[config.mk]
export PLATFORM = sky130hd
export DESIGN_NAME = background_pixel_fifo
export DESIGN_NICKNAME = d
export VERILOG_FILES = /design/src/rtl/ppu_pkg.sv /design/src/rtl/pixel_shift_queue.sv /design/src/rtl/background_pixel_fifo.sv
export SDC_FILE = /design/constraint.sdc
export NUM_CORES = 1
export LEC_CHECK = 0
export CAP_MARGIN = 20
export CORE_MARGIN = 2
export CORE_UTILIZATION = 39
export CTS_BUF_LIST = sky130_fd_sc_hd__clkbuf_4
export DETAILED_ROUTE_END_ITERATION = 10
export PLACE_DENSITY = 0.58
export REMOVE_ABC_BUFFERS = 1
export SETUP_SLACK_MARGIN = 0.4
export SLEW_MARGIN = 20
export SYNTH_ARGS = -nofsm -noshare
export SYNTH_HDL_FRONTEND = slang
export SYNTH_HIERARCHICAL = 1
export SYNTH_SLANG_ARGS = --single-unit
[constraint.sdc]
create_clock -name clk_in -period 5 [get_ports clk_in]
set_clock_uncertainty 0.2 [all_clocks]
set_input_delay 0.75 -clock clk_in [delete_from_list [all_inputs] [get_ports clk_in]]
set_output_delay 0.75 -clock clk_in [all_outputs]
set_load 0.01 [all_outputs]
[src/rtl/ppu_pkg.sv]
// Shared PPU pipeline types: pixel colour index, background FIFO states and row geometry.
package ppu_pkg;

  localparam int BG_ROW_PIXELS = 8;

  typedef logic [1:0] pixel_t;

  typedef enum logic [1:0] {
    IDLE    = 2'd0,
    DISCARD = 2'd1,
    SHIFT   = 2'd2,
    DONE    = 2'd3
  } BgFifoState;

  // Extract pixel idx from a packed fetcher row (index 0 in the low bits).
  function automatic pixel_t row_pixel(input logic [2*BG_ROW_PIXELS-1:0] row, input int idx);
    return row[2*idx +: 2];
  endfunction

endpackage

[src/rtl/pixel_shift_queue.sv]
// Pixel shift queue: DEPTH x 2-bit slots, head at slot 0, 8-pixel row push, single pop, flush.
module pixel_shift_queue
  import ppu_pkg::*;
#(
  parameter int DEPTH = 16
) (
  input  logic                         clk_in,
  input  logic                         rst_n_in,
  input  logic                         flush_in,
  input  logic                         push_in,
  input  logic [2*BG_ROW_PIXELS-1:0]   row_in,
  input  logic                         pop_in,
  output logic [1:0]                   head_out,
  output logic [$clog2(DEPTH+1)-1:0]   count_out,
  output logic                         empty_out
);

  localparam int CW = $clog2(DEPTH+1);

  pixel_t        mem_r      [DEPTH];
  pixel_t        mem_next_s [DEPTH];
  logic [CW-1:0] count_r;
  logic [CW-1:0] count_next_s;
  logic          empty_r;
  logic          push_ok_s;
  logic          pop_ok_s;
  int            tail_s;

  assign pop_ok_s  = pop_in && !flush_in && (count_r != CW'(0));
  assign push_ok_s = push_in && !flush_in && (count_r <= CW'(DEPTH - BG_ROW_PIXELS));

  // Next storage: shift toward the head on pop, then place the row at the post-pop tail.
  always_comb begin
    tail_s = int'(count_r) - int'(pop_ok_s);
    for (int i = 0; i < DEPTH; i++) begin
      if (pop_ok_s) begin
        mem_next_s[i] = (i == DEPTH-1) ? 2'd0 : mem_r[(i+1) % DEPTH];
      end else begin
        mem_next_s[i] = mem_r[i];
      end
      if (push_ok_s && (i >= tail_s) && (i < tail_s + BG_ROW_PIXELS)) begin
        mem_next_s[i] = row_pixel(row_in, i - tail_s);
      end else begin
        mem_next_s[i] = mem_next_s[i];
      end
    end
    if (flush_in) begin
      count_next_s = CW'(0);
    end else begin
      count_next_s = count_r + (push_ok_s ? CW'(BG_ROW_PIXELS) : CW'(0)) - (pop_ok_s ? CW'(1) : CW'(0));
    end
  end

  // Storage, occupancy and empty flag registers.
  always_ff @(posedge clk_in) begin
    if (!rst_n_in) begin
      count_r <= CW'(0);
      empty_r <= 1'b1;
      for (int i = 0; i < DEPTH; i++) mem_r[i] <= 2'd0;
    end else begin
      count_r <= count_next_s;
      empty_r <= (count_next_s == CW'(0));
      for (int i = 0; i < DEPTH; i++) mem_r[i] <= mem_next_s[i];
    end
  end

  assign head_out  = mem_r[0];
  assign count_out = count_r;
  assign empty_out = empty_r;

endmodule

[src/rtl/background_pixel_fifo.sv]
// Background pixel FIFO: fine-scroll discard, per-T-cycle pixel shift-out, scanline X counter.
// Optional SCX fine-scroll discard is enabled by defining BG_FIFO_SCX_DISCARD_EN.
module background_pixel_fifo
  import ppu_pkg::*;
#(
  parameter int DEPTH = 16,
  parameter int X_MAX = 160
) (
  input  logic                       clk_in,
  input  logic                       rst_n_in,
  input  logic                       tclk_in,
  input  logic                       line_start_in,
  input  logic [7:0]                 SCX_in,
  input  logic                       valid_pixels_in,
  input  logic [2*BG_ROW_PIXELS-1:0] pixels_in,
  input  logic                       pause_in,
  output logic                       empty_out,
  output logic [$clog2(X_MAX)-1:0]   X_out,
  output logic [1:0]                 pixel_out,
  output logic                       pixel_valid_out,
  output logic                       line_done_out
);

  localparam int XW = $clog2(X_MAX);
  localparam int CW = $clog2(DEPTH+1);

  BgFifoState    state_r, state_next_s;
  logic [XW-1:0] x_r, x_next_s;
  pixel_t        pixel_r, pixel_next_s;
  logic          valid_r, valid_next_s;
  logic          done_r, done_next_s;
  logic          pop_s;
  logic [1:0]    head_s;
  logic [CW-1:0] count_s;
  logic          empty_s;

`ifdef BG_FIFO_SCX_DISCARD_EN
  logic [2:0]    discard_r, discard_next_s;
  logic          scx_unused_s;
  assign scx_unused_s = ^SCX_in[7:3];
`else
  logic          scx_unused_s;
  assign scx_unused_s = ^SCX_in;
`endif

  pixel_shift_queue #(.DEPTH(DEPTH)) u_queue (
    .clk_in    (clk_in),
    .rst_n_in  (rst_n_in),
    .flush_in  (line_start_in),
    .push_in   (tclk_in && valid_pixels_in),
    .row_in    (pixels_in),
    .pop_in    (pop_s),
    .head_out  (head_s),
    .count_out (count_s),
    .empty_out (empty_s)
  );

  // Next-state, pop decision and output values; line start overrides everything.
  always_comb begin
    state_next_s = state_r;
    x_next_s     = x_r;
    pixel_next_s = pixel_r;
    valid_next_s = 1'b0;
    done_next_s  = 1'b0;
    pop_s        = 1'b0;
`ifdef BG_FIFO_SCX_DISCARD_EN
    discard_next_s = discard_r;
`endif
    if (line_start_in) begin
      x_next_s = XW'(0);
`ifdef BG_FIFO_SCX_DISCARD_EN
      discard_next_s = SCX_in[2:0];
      state_next_s   = (SCX_in[2:0] == 3'd0) ? SHIFT : DISCARD;
`else
      state_next_s   = SHIFT;
`endif
    end else if (tclk_in && (count_s != CW'(0)) && !pause_in) begin
      case (state_r)
`ifdef BG_FIFO_SCX_DISCARD_EN
        DISCARD: begin
          pop_s          = 1'b1;
          discard_next_s = discard_r - 3'd1;
          if (discard_r == 3'd1) begin
            state_next_s = SHIFT;
          end else begin
            state_next_s = DISCARD;
          end
        end
`endif
        SHIFT: begin
          pop_s        = 1'b1;
          valid_next_s = 1'b1;
          pixel_next_s = head_s;
          if (x_r == XW'(X_MAX-1)) begin
            state_next_s = DONE;
            done_next_s  = 1'b1;
          end else begin
            x_next_s = x_r + XW'(1);
          end
        end
        default: begin
          pop_s = 1'b0;
        end
      endcase
    end else begin
      pop_s = 1'b0;
    end
  end

  // State, counters and registered outputs.
  always_ff @(posedge clk_in) begin
    if (!rst_n_in) begin
      state_r <= IDLE;
      x_r     <= XW'(0);
      pixel_r <= 2'd0;
      valid_r <= 1'b0;
      done_r  <= 1'b0;
`ifdef BG_FIFO_SCX_DISCARD_EN
      discard_r <= 3'd0;
`endif
    end else begin
      state_r <= state_next_s;
      x_r     <= x_next_s;
      pixel_r <= pixel_next_s;
      valid_r <= valid_next_s;
      done_r  <= done_next_s;
`ifdef BG_FIFO_SCX_DISCARD_EN
      discard_r <= discard_next_s;
`endif
    end
  end

  assign empty_out       = empty_s;
  assign X_out           = x_r;
  assign pixel_out       = pixel_r;
  assign pixel_valid_out = valid_r;
  assign line_done_out   = done_r;

endmodule

==> metrics.txt, run 1 <==
outcome=completed; clock period minus worst slack=4340 ps; max-slew violations=0; CTS Sinks=52; Worst R2R Start=u_queue/count_out[0]; number of nets still failing antenna checks after routing=0; Clock Tree Root=clkbuf_4; largest stage delay on the critical path=approximately 520 ps; Tcrit/Tclk final=a little under 90%; largest net degree at the start of global routing=34; Yosys cell types=83; Int Pwr=between 500 and 600 µW; fin cells=780; final worst slack=662 ps; Met3 Routed Length=about 850 µm; share of total power in the clock network=24.3%; first-pass GRT wire length=around 23 mm; FF+latch area=between 0.001 and 0.0015 mm²; average size of a mapped cell=between 8 and 9 µm²; Residual DRC=0; Worst R2R End=u_queue/mem_r[0][5]; initial antenna violation count=0; hpwl dp=about 11 mm; DIE HEIGHT=between 100 and 150 µm; setup bufs post-CTS=0; post-synthesis sequential area ratio=21.4%; Worst EP arrival=roughly 4400 ps; Core Footprint=~0.012 mm²; TritonRoute pass-1 iters=5; crit-path cells=clkdlybuf4s50_1 -> and4bb_2 -> o21ai_4 -> nor2_1 -> nand3b_1 -> inv_2 -> ha_1 -> ha_1 -> nor3b_4 -> xnor2_4 -> inv_2 -> ha_1 -> o211ai_1 -> o211ai_1 -> a31oi_1 -> a311oi_1; Inserted Clock Buffers=5; vias per cell=around 5.9; footprint of the multi-input gates=~0.0036 mm²; vias in the first global route=4,311; sequential power share=a little over half; WHS=between 200 and 300 ps; Area Growth Syn to Fin=14.5%; worst setup path endpoint=u_queue/mem_r[0][9]; Max Freq=about 0.23 GHz; most common cell after layout, fill and taps aside=nand2_1; routed wire length per instance=between 15 and 20 µm; CTS Buffer Depth=2; DR top layer=met4; total of max-cap violations=0; startpoint class of the critical path=primary input; type of the worst setup path=primary input to flip-flop; DR vias=4,598; Final Setup Violations=0; number of hold violations in the final report=0; crit path launch=tclk_in; Pleak=2.08 nW; Top FF cell, synth=dfxtp_1; Worst IR Drop VDD=between 90 and 100 µV; metal2 WL=~6.9 mm; final net count=about 670; Worst R2R Path Depth=19; CP top delay family=compound AO/OA/AOI/OAI gates; I/O Buffers=34; slowest CP cell=o211ai_1; Die Wd=between 100 and 150 µm; initial core utilization=between 40% and 50%; post-layout power=783 µW; warning count from the yosys run=6; DRT iter0 DRCs=between 300 and 400; largest fanout on the critical path=6; fillers=about 1,200; combinational fraction of design power=between 20% and 30%; die area=roughly 0.013 mm²; CTS tree=done; Buf/Inv on CP=3; Fin Setup TNS=0 ps; critical path depth in cells=16; Hold Startpoint=pixel_out[1]; Async SR Flop Fraction=0%; RSZ-0062 raised after global routing=false; routability congestion estimate=a little under 1; met1 WL=between 6 and 7 mm; Tot GR Track Use=between 20% and 30%; ratio of cells with drive above 1 in the final layout=roughly 15%; clock latency on the worst-skew pair=roughly 370 ps; total wire length=approximately 14 mm; Net Sw Power=between 200 and 250 µW; Critical Path End Type=flip-flop; cell mode on critical path=ha_1; Post-synth EDFFs=0; Max H-tree Level=2; Hold Crit Class=flip-flop to flip-flop; switch share=about 29%; Ports=43; pwr dens=approximately 140 mW/mm²; worst slew pin tran=684 ps; Max-slew headroom=54.2%; Synth Cell Area=~0.0049 mm²; r2r setup slk=~780 ps; Worst EP required=5080 ps; Overflow after GRT=0; clock slew at reported path FFs=150 ps; row count=40; dpl cells=approximately 770; dpl ws=about 150 ps; Syn Inst Count=between 500 and 600; most frequent cells in the layout=nand2_1, dfxtp_1, buf_4, clkdlybuf4s50_1; synthesized flop and latch total=52
==> power groups by stage <==
stage / Combinational, mW / Sequential, mW / Clock (mW)
final: 0.165 / 0.428 / 0.190
after global routing: 0.178 / 0.429 / 0.209
after CTS: 0.163 / 0.428 / 0.197
after detailed placement: 0.162 / 0.437 / 0
after global placement: 0.160 / 0.436 / 0
after floorplan: 0.0918 / 0.440 / 0
==> worst min-delay path by stage <==
stage | endpoint | slack [ps] | depth (start not counted)
after global placement | state_r[1] | 240 | 1
after global routing | pixel_out[1] | 310 | 2
after detailed placement | pixel_out[1] | 260 | 2
after floorplan | state_r[0] | 230 | 2
after CTS | pixel_out[1] | 280 | 2
final | pixel_out[1] | 270 | 2
==> kinds of logic after synthesis <==
| logic type | Yosys count | share of synthesized area [%] |
|---|---|---|
| buffers and inverters | 58 | 5.76 |
| AOI/OAI and AO/OA | 132 | 19.8 |
| muxes | 66 | 18.2 |
| xor gates and xnor gates | 25 | 5.43 |
| and+or+nand+nor | 215 | 22.5 |
| adders and majority gates | 26 | 6.85 |
| DFF | 52 | 21.4 |
==> cells in the mapped netlist, types with 3 or more instances <==
cell | instances | share of area (%)
a21o_1 | 5 | 0.77
a21oi_1 | 28 | 2.9
a311oi_1 | 11 | 2.0
a31oi_1 | 6 | 0.77
and2_1 | 7 | 0.90
and3_1 | 7 | 0.90
buf_2 | 12 | 1.2
buf_4 | 6 | 0.93
buf_6 | 3 | 0.69
clkbuf_1 | 18 | 1.4
dfxtp_1 | 52 | 21
ha_1 | 25 | 6.4
inv_1 | 11 | 0.85
inv_2 | 5 | 0.39
mux2_1 | 13 | 3.0
mux2_2 | 5 | 1.2
mux2i_1 | 32 | 6.6
mux4_2 | 16 | 7.4
nand2_1 | 76 | 5.9
nand2b_1 | 6 | 0.77
nand3_1 | 17 | 1.7
nand3b_1 | 3 | 0.46
nand4_1 | 10 | 1.3
nor2_1 | 33 | 2.5
nor2b_1 | 4 | 0.51
nor3_1 | 23 | 2.4
o211ai_1 | 10 | 1.5
o21a_1 | 3 | 0.46
o21ai_0 | 18 | 1.9
o22ai_1 | 3 | 0.39
o311ai_0 | 3 | 0.54
o31ai_1 | 5 | 0.77
o41ai_1 | 5 | 0.90
or2_1 | 5 | 0.64
or3_1 | 6 | 0.77
xnor2_1 | 18 | 3.2
xor2_1 | 4 | 0.72
==> layer usage <==
| layer | up-vias | global-route usage [%] |
|---|---|---|
| li1 | 2215 | - |
| met1 | 2178 | 27.5 |
| met2 | 171 | 37.1 |
| met3 | 34 | 3.97 |
| met4 | 0 | 7.30 |
| met5 | - | 0 |
==> layout make-up <==
cell class	count	area share [%]
Timing Repair Buffer	70	11.0
Tap cell	168	3.78
Inverter	17	1.19
Clock buffer	6	0.809
Multi-Input combinational cell	464	64.3
Clock inverter	2	0.202
Antenna cell	1	0.0450
Sequential cell	52	18.7
==> flip-flops by register name, summed over array words and instances, names as in the netlist <==
name               count
u_queue/mem_r         32
X_out                  8
u_queue/count_out      5
pixel_out              2
state_r                2
line_done_out          1
pixel_valid_out        1
u_queue/empty_out      1
==> what timing repair did <==
action | 4_1_cts | 5_1_grt
hold buffers | 0 | 0
resized for setup | 0 | 6
setup endpoints to repair | 0 | 10
==> worst reg2reg max path, stage by stage (launching register included) <==
cell	delay [ps]
dfxtp_1	380
or4_4	580
o21ai_4	140
nor2_1	70
nand3b_1	130
inv_2	50
ha_1	210
buf_4	150
and3b_1	180
or2_1	320
buf_4	210
inv_1	80
ha_1	320
nand2_1	150
nand3_1	100
o21ai_0	90
o31a_1	280
nor3_1	170
buf_4	170
mux2i_1	190
==> through the flow <==
step                      util, %  instance area, µm²
final                        46.0                5570
after detailed placement     45.2                5470
after CTS                    45.6                5530
after global routing         45.9                5560
after global placement       45.2                5470
after floorplan                 -                4650
No activity file was read; power rests on OpenSTA's default activity.
==> inputs of run 2 (changes only) <==
- clock period: 5 -> 3.9 ns (I/O delays scaled with it)
==> metrics.txt, run 2 (same netlist as run 1, synthesis figures left out) <==
Ports=43 (unchanged); vias per cell=5.72 (-3.0%); Residual DRC=0 (unchanged); max FFs per register=32 (unchanged); worst slew pin tran=624 ps (-60.3 ps); Tcrit/Tclk final=100%; total of max-cap violations=0 (unchanged); footprint of the multi-input gates=0.00399 mm² (+11%); dpl cells=841 (+9.1%); Pleak=2.93 nW (+41%); number of nets still failing antenna checks after routing=0 (unchanged); RSZ-0062 raised after global routing=true; most common cell after layout, fill and taps aside=buf_4; sequential power share=45.7% (-8.9 points); Max-slew headroom=58.3% (+4.1 points); slowest CP cell=or4_4; clock slew at reported path FFs=160 ps (about the same); initial core utilization=40.1% (unchanged); Hold Buf Count CTS=0 (unchanged); initial antenna violation count=0 (unchanged); Final Setup Violations=1 (+1); Overflow after GRT=0 (unchanged); combinational fraction of design power=22.1% (+1.0 points); Die Wd=116 µm (unchanged); Critical Path End Type=flip-flop; post-layout power=1.20 mW (+53%); first-pass GRT wire length=27.0 mm (+19%); Core Footprint=0.0121 mm² (unchanged); clock period minus worst slack=~3900 ps; number of hold violations in the final report=0 (unchanged); die area=0.0134 mm² (unchanged); DRT iter0 DRCs=429 (+8.6%); Placement Cell Area=0.00599 mm² (+9.6%); CP top delay family=compound AO/OA/AOI/OAI gates; largest stage delay on the critical path=550 ps (+30 ps); fillers=1,080 (-13%); crit-path cells=or4_4 -> o21ai_4 -> nor2_2 -> nand3b_1 -> inv_2 -> ha_4 -> ha_4 -> xor2_4 -> ha_2 -> a21boi_2 -> buf_4 -> nand3_2 -> o21ai_1 -> a221o_1 -> a221oi_4 -> buf_4 -> mux2i_1; hpwl dp=12.0 mm (+8.4%); CTS tree=done; routability congestion estimate=0.988 (+1.5%); I/O Buffers=34 (unchanged); final core occ=60.3% (+14 points); Buf/Inv on CP=3 (unchanged); Worst EP required=4020 ps (-1060 ps); fin cells=912 (+17%); Worst IR Drop VDD=93.4 µV (+3.7%); CTS Buffer Depth=2 (unchanged); FF+latch area=0.00104 mm² (+0.36%); max-slew violations=0 (unchanged); largest fanout on the critical path=5 (-1); Int Pwr=877 µW (+58%); Inserted Clock Buffers=5 (unchanged); Clock Tree Root=clkbuf_4; DIE HEIGHT=116 µm (unchanged); clock latency on the worst-skew pair=380 ps (about the same); routed wire length per instance=18.8 µm (+2.2%); switch share=27.0% (-1.9 points); final net count=799 (+20%); pwr dens=164 mW/mm² (+17%); Tot GR Track Use=25.7% (+4.1 points); most frequent cells in the layout=buf_4, nand2_1, dfxtp_1, clkdlybuf4s50_1, nor2_1; largest net degree at the start of global routing=34 (unchanged); design area=0.00731 mm² (+31%); vias in the first global route=5,231 (+21%); total wire length=17.2 mm (+19%); Area Growth Syn to Fin=50.3%; row count=40 (unchanged); DR vias=5,217 (+13%); dpl ws=-781 ps (-935 ps); Net Sw Power=325 µW (+44%); r2r setup slk=-20 ps (-800 ps); WHS=279 ps (+10.9 ps); TritonRoute pass-1 iters=5 (unchanged); failing checks=negative setup slack; outcome=complete, but fails checks; share of total power in the clock network=32.2% (+7.9 points); Hold Crit Class=flip-flop to flip-flop; final worst slack=-17.5 ps (-679 ps); Worst EP arrival=4030 ps (-390 ps); Max H-tree Level=2 (unchanged); Top reg by flops=u_queue/mem_r; ratio of cells with drive above 1 in the final layout=39.2% (+24 points); Max Freq=~0.26 GHz; type of the worst setup path=flip-flop to flip-flop; startpoint class of the critical path=flip-flop; Fin Setup TNS=-17.5 ps (-17.5 ps); n_diodes=0 (-1); CTS Sinks=52 (unchanged)
-- run 2: changes by cell type in the layout (fill, tap and decap cells not counted), moves of 5 or more --
cell    before  now
ha_2         0    5
nor3_1      23   18
buf_6        0   25
mux2_1      13    5
nor3_2       0    5
ha_1        25    8
ha_4         0   12
buf_4       36  131
mux2_4       0    9
-- run 2: power groups by stage --
stage | sequential, mW | combinational (mW) | clock [mW]
after global routing | 0.551 | 0.283 | 0.418
after floorplan | 0.565 | 0.118 | 0
after CTS | 0.549 | 0.256 | 0.393
after global placement | 0.559 | 0.227 | 0
after detailed placement | 0.560 | 0.230 | 0
final | 0.550 | 0.266 | 0.386
-- run 2: final cells by class --
type	count	share of cell area [%]
Multi-Input combinational cell	464	54.6
Timing Repair Buffer	203	25.9
Sequential cell	52	14.3
Tap cell	168	2.88
Inverter	17	0.959
Clock inverter	3	0.942
Clock buffer	5	0.514
-- run 2: final timing paths --
kind                        start                   end  depth (start not counted)
max reg2reg  u_queue/count_out[0]  u_queue/mem_r[0][28]                         17
min reg2reg  u_queue/mem_r[0][31]  u_queue/mem_r[0][31]                          2
min          u_queue/mem_r[0][31]  u_queue/mem_r[0][31]                          2
max          u_queue/count_out[0]  u_queue/mem_r[0][28]                         17
-- run 2: repair_timing --
| action | CTS | global route |
|---|---|---|
| endpoints found under the setup margin | 32 | 32 |
| hold endpoints to repair | 0 | 0 |
| gates cloned | 4 | 1 |
| gates resized for setup | 120 | 31 |
| pin swaps | 28 | 11 |
| setup buffers | 48 | 10 |
-- run 2: per-layer routing --
layer / routed length [µm] / track usage [%] / vias to the layer above
met2: 8650 / 46.2 / 159
met1: 7240 / 31.4 / 2550
li1: - / - / 2475
met5: 0 / 0 / -
met4: 499 / 9.52 / 0
met3: 780 / 3.29 / 33
-- run 2: tightest hold or removal path, cell delays in order, from the launching register on --
cell	delay, ps
dfxtp_1	340
nand3_1	60
a21oi_1	50
==> inputs of run 3 (changes only) <==
- REMOVE_ABC_BUFFERS: 1 -> unset
==> metrics.txt, run 3 (same netlist as run 1, synthesis figures left out) <==
Worst EP required=4000 ps (-20 ps); initial antenna violation count=1 (+1); die area=0.0134 mm² (unchanged); Tot GR Track Use=25.0% (-0.76 points); Top reg by flops=u_queue/mem_r; met3 Use GR=1.94% (-1.4 points); Pleak=2.75 nW (-6.1%); combinational fraction of design power=24.5% (+2.4 points); CTS Sinks=52 (unchanged); DIE HEIGHT=116 µm (unchanged); DRT iter0 DRCs=511 (+19%); Tcrit/Tclk final=99.7% (-0.70 points); fillers=1,065 (-1.4%); Inserted Clock Buffers=5 (unchanged); r2r setup slk=10 ps (+30 ps); final worst slack=9.87 ps (+27.3 ps); sequential power share=51.4% (+5.7 points); met2 Track Usage GR=42.0% (-4.2 points); Residual DRC=0 (unchanged); TritonRoute pass-1 iters=5 (unchanged); Hold Crit Class=flip-flop to flip-flop; Die Wd=116 µm (unchanged); max FFs per register=32 (unchanged); final net count=769 (-3.8%); Overflow after GRT=0 (unchanged); startpoint class of the critical path=flip-flop; Worst IR Drop VDD=104 µV (+11%); type of the worst setup path=flip-flop to flip-flop; number of nets still failing antenna checks after routing=0 (unchanged); dpl ws=-375 ps (+406 ps); number of hold violations in the final report=0 (unchanged); Net Sw Power=328 µW (+1.1%); ratio of cells with drive above 1 in the final layout=38.9% (-0.31 points); Syn Nets=630; max-slew violations=0 (unchanged); Final Setup Violations=0 (-1); worst slew pin tran=925 ps (+302 ps); first-pass GRT wire length=26.1 mm (-3.1%); clock latency on the worst-skew pair=390 ps (about the same); Hold Buf Count CTS=0 (unchanged); GR peak layer=met2; Max-slew headroom=38.2% (-20 points); DR vias=5,109 (-2.1%); most frequent cells in the layout=buf_4, nand2_1, dfxtp_1, clkdlybuf4s50_1; initial core utilization=40.1% (unchanged); vias per cell=5.79 (+1.1%); Worst EP arrival=3990 ps (-40 ps); outcome=completed; routed wire length per instance=18.9 µm (+0.56%); largest fanout on the critical path=2 (-3); share of total power in the clock network=24.1% (-8.1 points); routability congestion estimate=0.882 (-11%); Int Pwr=740 µW (-16%); pwr dens=152 mW/mm² (-7.8%); row count=40 (unchanged); vias in the first global route=4,939 (-5.6%); CTS Buffer Depth=2 (unchanged); Core Footprint=0.0121 mm² (unchanged); clock slew at reported path FFs=160 ps (about the same); clock period minus worst slack=3890 ps (-27.3 ps); most common cell after layout, fill and taps aside=buf_4; dpl cells=816 (-3.0%); CTS tree=done; RSZ-0062 raised after global routing=true; Critical Path End Type=flip-flop; largest net degree at the start of global routing=34 (unchanged); I/O Buffers=34 (unchanged); Area Growth Syn to Fin=44.8%; Max H-tree Level=2 (unchanged); total wire length=16.7 mm (-2.6%); total of max-cap violations=0 (unchanged); met1 GRT Util=33.8% (+2.4 points); hpwl dp=11.6 mm (-3.1%); Ports=43 (unchanged); switch share=30.7% (+3.7 points); fin cells=883 (-3.2%); WHS=272 ps (-6.78 ps); Max Freq=0.257 GHz (+0.70%); Clock Tree Root=clkbuf_4
## run 3: changes by cell type in the layout (fill, tap and decap cells not counted), sizes merged
cell	delta
buf	-27
clkinvlp	+1
clkdlybuf4s50	-1
bufbuf	-2
bufinv	-2
clkinv	+1
diode	+1
## run 3: power by group through the flow
stage | combinational, mW | sequential, mW | clock, mW
6_report | 0.262 | 0.549 | 0.257
3_3_place_gp | 0.221 | 0.559 | 0
3_5_place_dp | 0.225 | 0.560 | 0
2_1_floorplan | 0.137 | 0.558 | 0
5_1_grt | 0.278 | 0.550 | 0.287
4_1_cts | 0.246 | 0.548 | 0.267
## run 3: path summary, 6_finish.rpt
kind / start / end / depth (start not counted)
max: u_queue/count_out[4] / pixel_out[0] / 24
min: pixel_out[0] / pixel_out[0] / 2
max reg2reg: u_queue/count_out[4] / pixel_out[0] / 24
min reg2reg: pixel_out[0] / pixel_out[0] / 2
## run 3: critical path, cell delays in order, from the launching register on
cell and delay [ps]:
dfxtp_2 350, or4_4 560, o21ai_4 180, nor2_4 60
buf_4 140, buf_6 100, buf_4 120, buf_4 120
buf_4 120, buf_4 120, buf_4 120, buf_4 130
buf_6 110, buf_6 100, buf_4 120, buf_4 120
buf_4 130, buf_6 110, buf_6 100, buf_4 120
buf_4 120, buf_4 120, buf_4 130, buf_6 120
mux2i_1 100
## run 3: area by class of cell
type / count / area, µm² / area share (%)
Clock buffer: 5 / 37.5 / 0.533
Clock inverter: 3 / 21.3 / 0.302
Multi-Input combinational cell: 464 / 4060 / 57.7
Timing Repair Buffer: 173 / 1590 / 22.6
Antenna cell: 1 / 2.50 / 0.0355
Sequential cell: 52 / 1040 / 14.8
Tap cell: 168 / 210 / 2.99
Inverter: 17 / 70.1 / 0.995
## run 3: per-layer routing
layer	wire length, µm	vias to the layer above
met1	7400	2451
met3	852	40
met5	0	-
met2	7860	200
li1	-	2418
met4	601	0
## run 3: stage by stage
step | power, mW | TNS (ps) | utilization, % | cell area (µm²)
2_1_floorplan | 0.696 | -4230 | - | 5020
4_1_cts | 1.06 | 0 | 55.9 | 6770
3_3_place_gp | 0.780 | -7100 | 48.9 | 5930
3_5_place_dp | 0.784 | -8650 | 48.9 | 5930
6_report | 1.07 | 0 | 58.1 | 7040
5_1_grt | 1.12 | -776 | 58.1 | 7040
## run 3: what timing repair did
| action | CTS | global route |
|---|---|---|
| cloned | 1 | 1 |
| setup buffers | 52 | 4 |
| pin swaps | 19 | 23 |
| endpoints found under the hold margin | 0 | 0 |
| resized for setup | 98 | 46 |
| endpoints found under the setup margin | 32 | 34 |
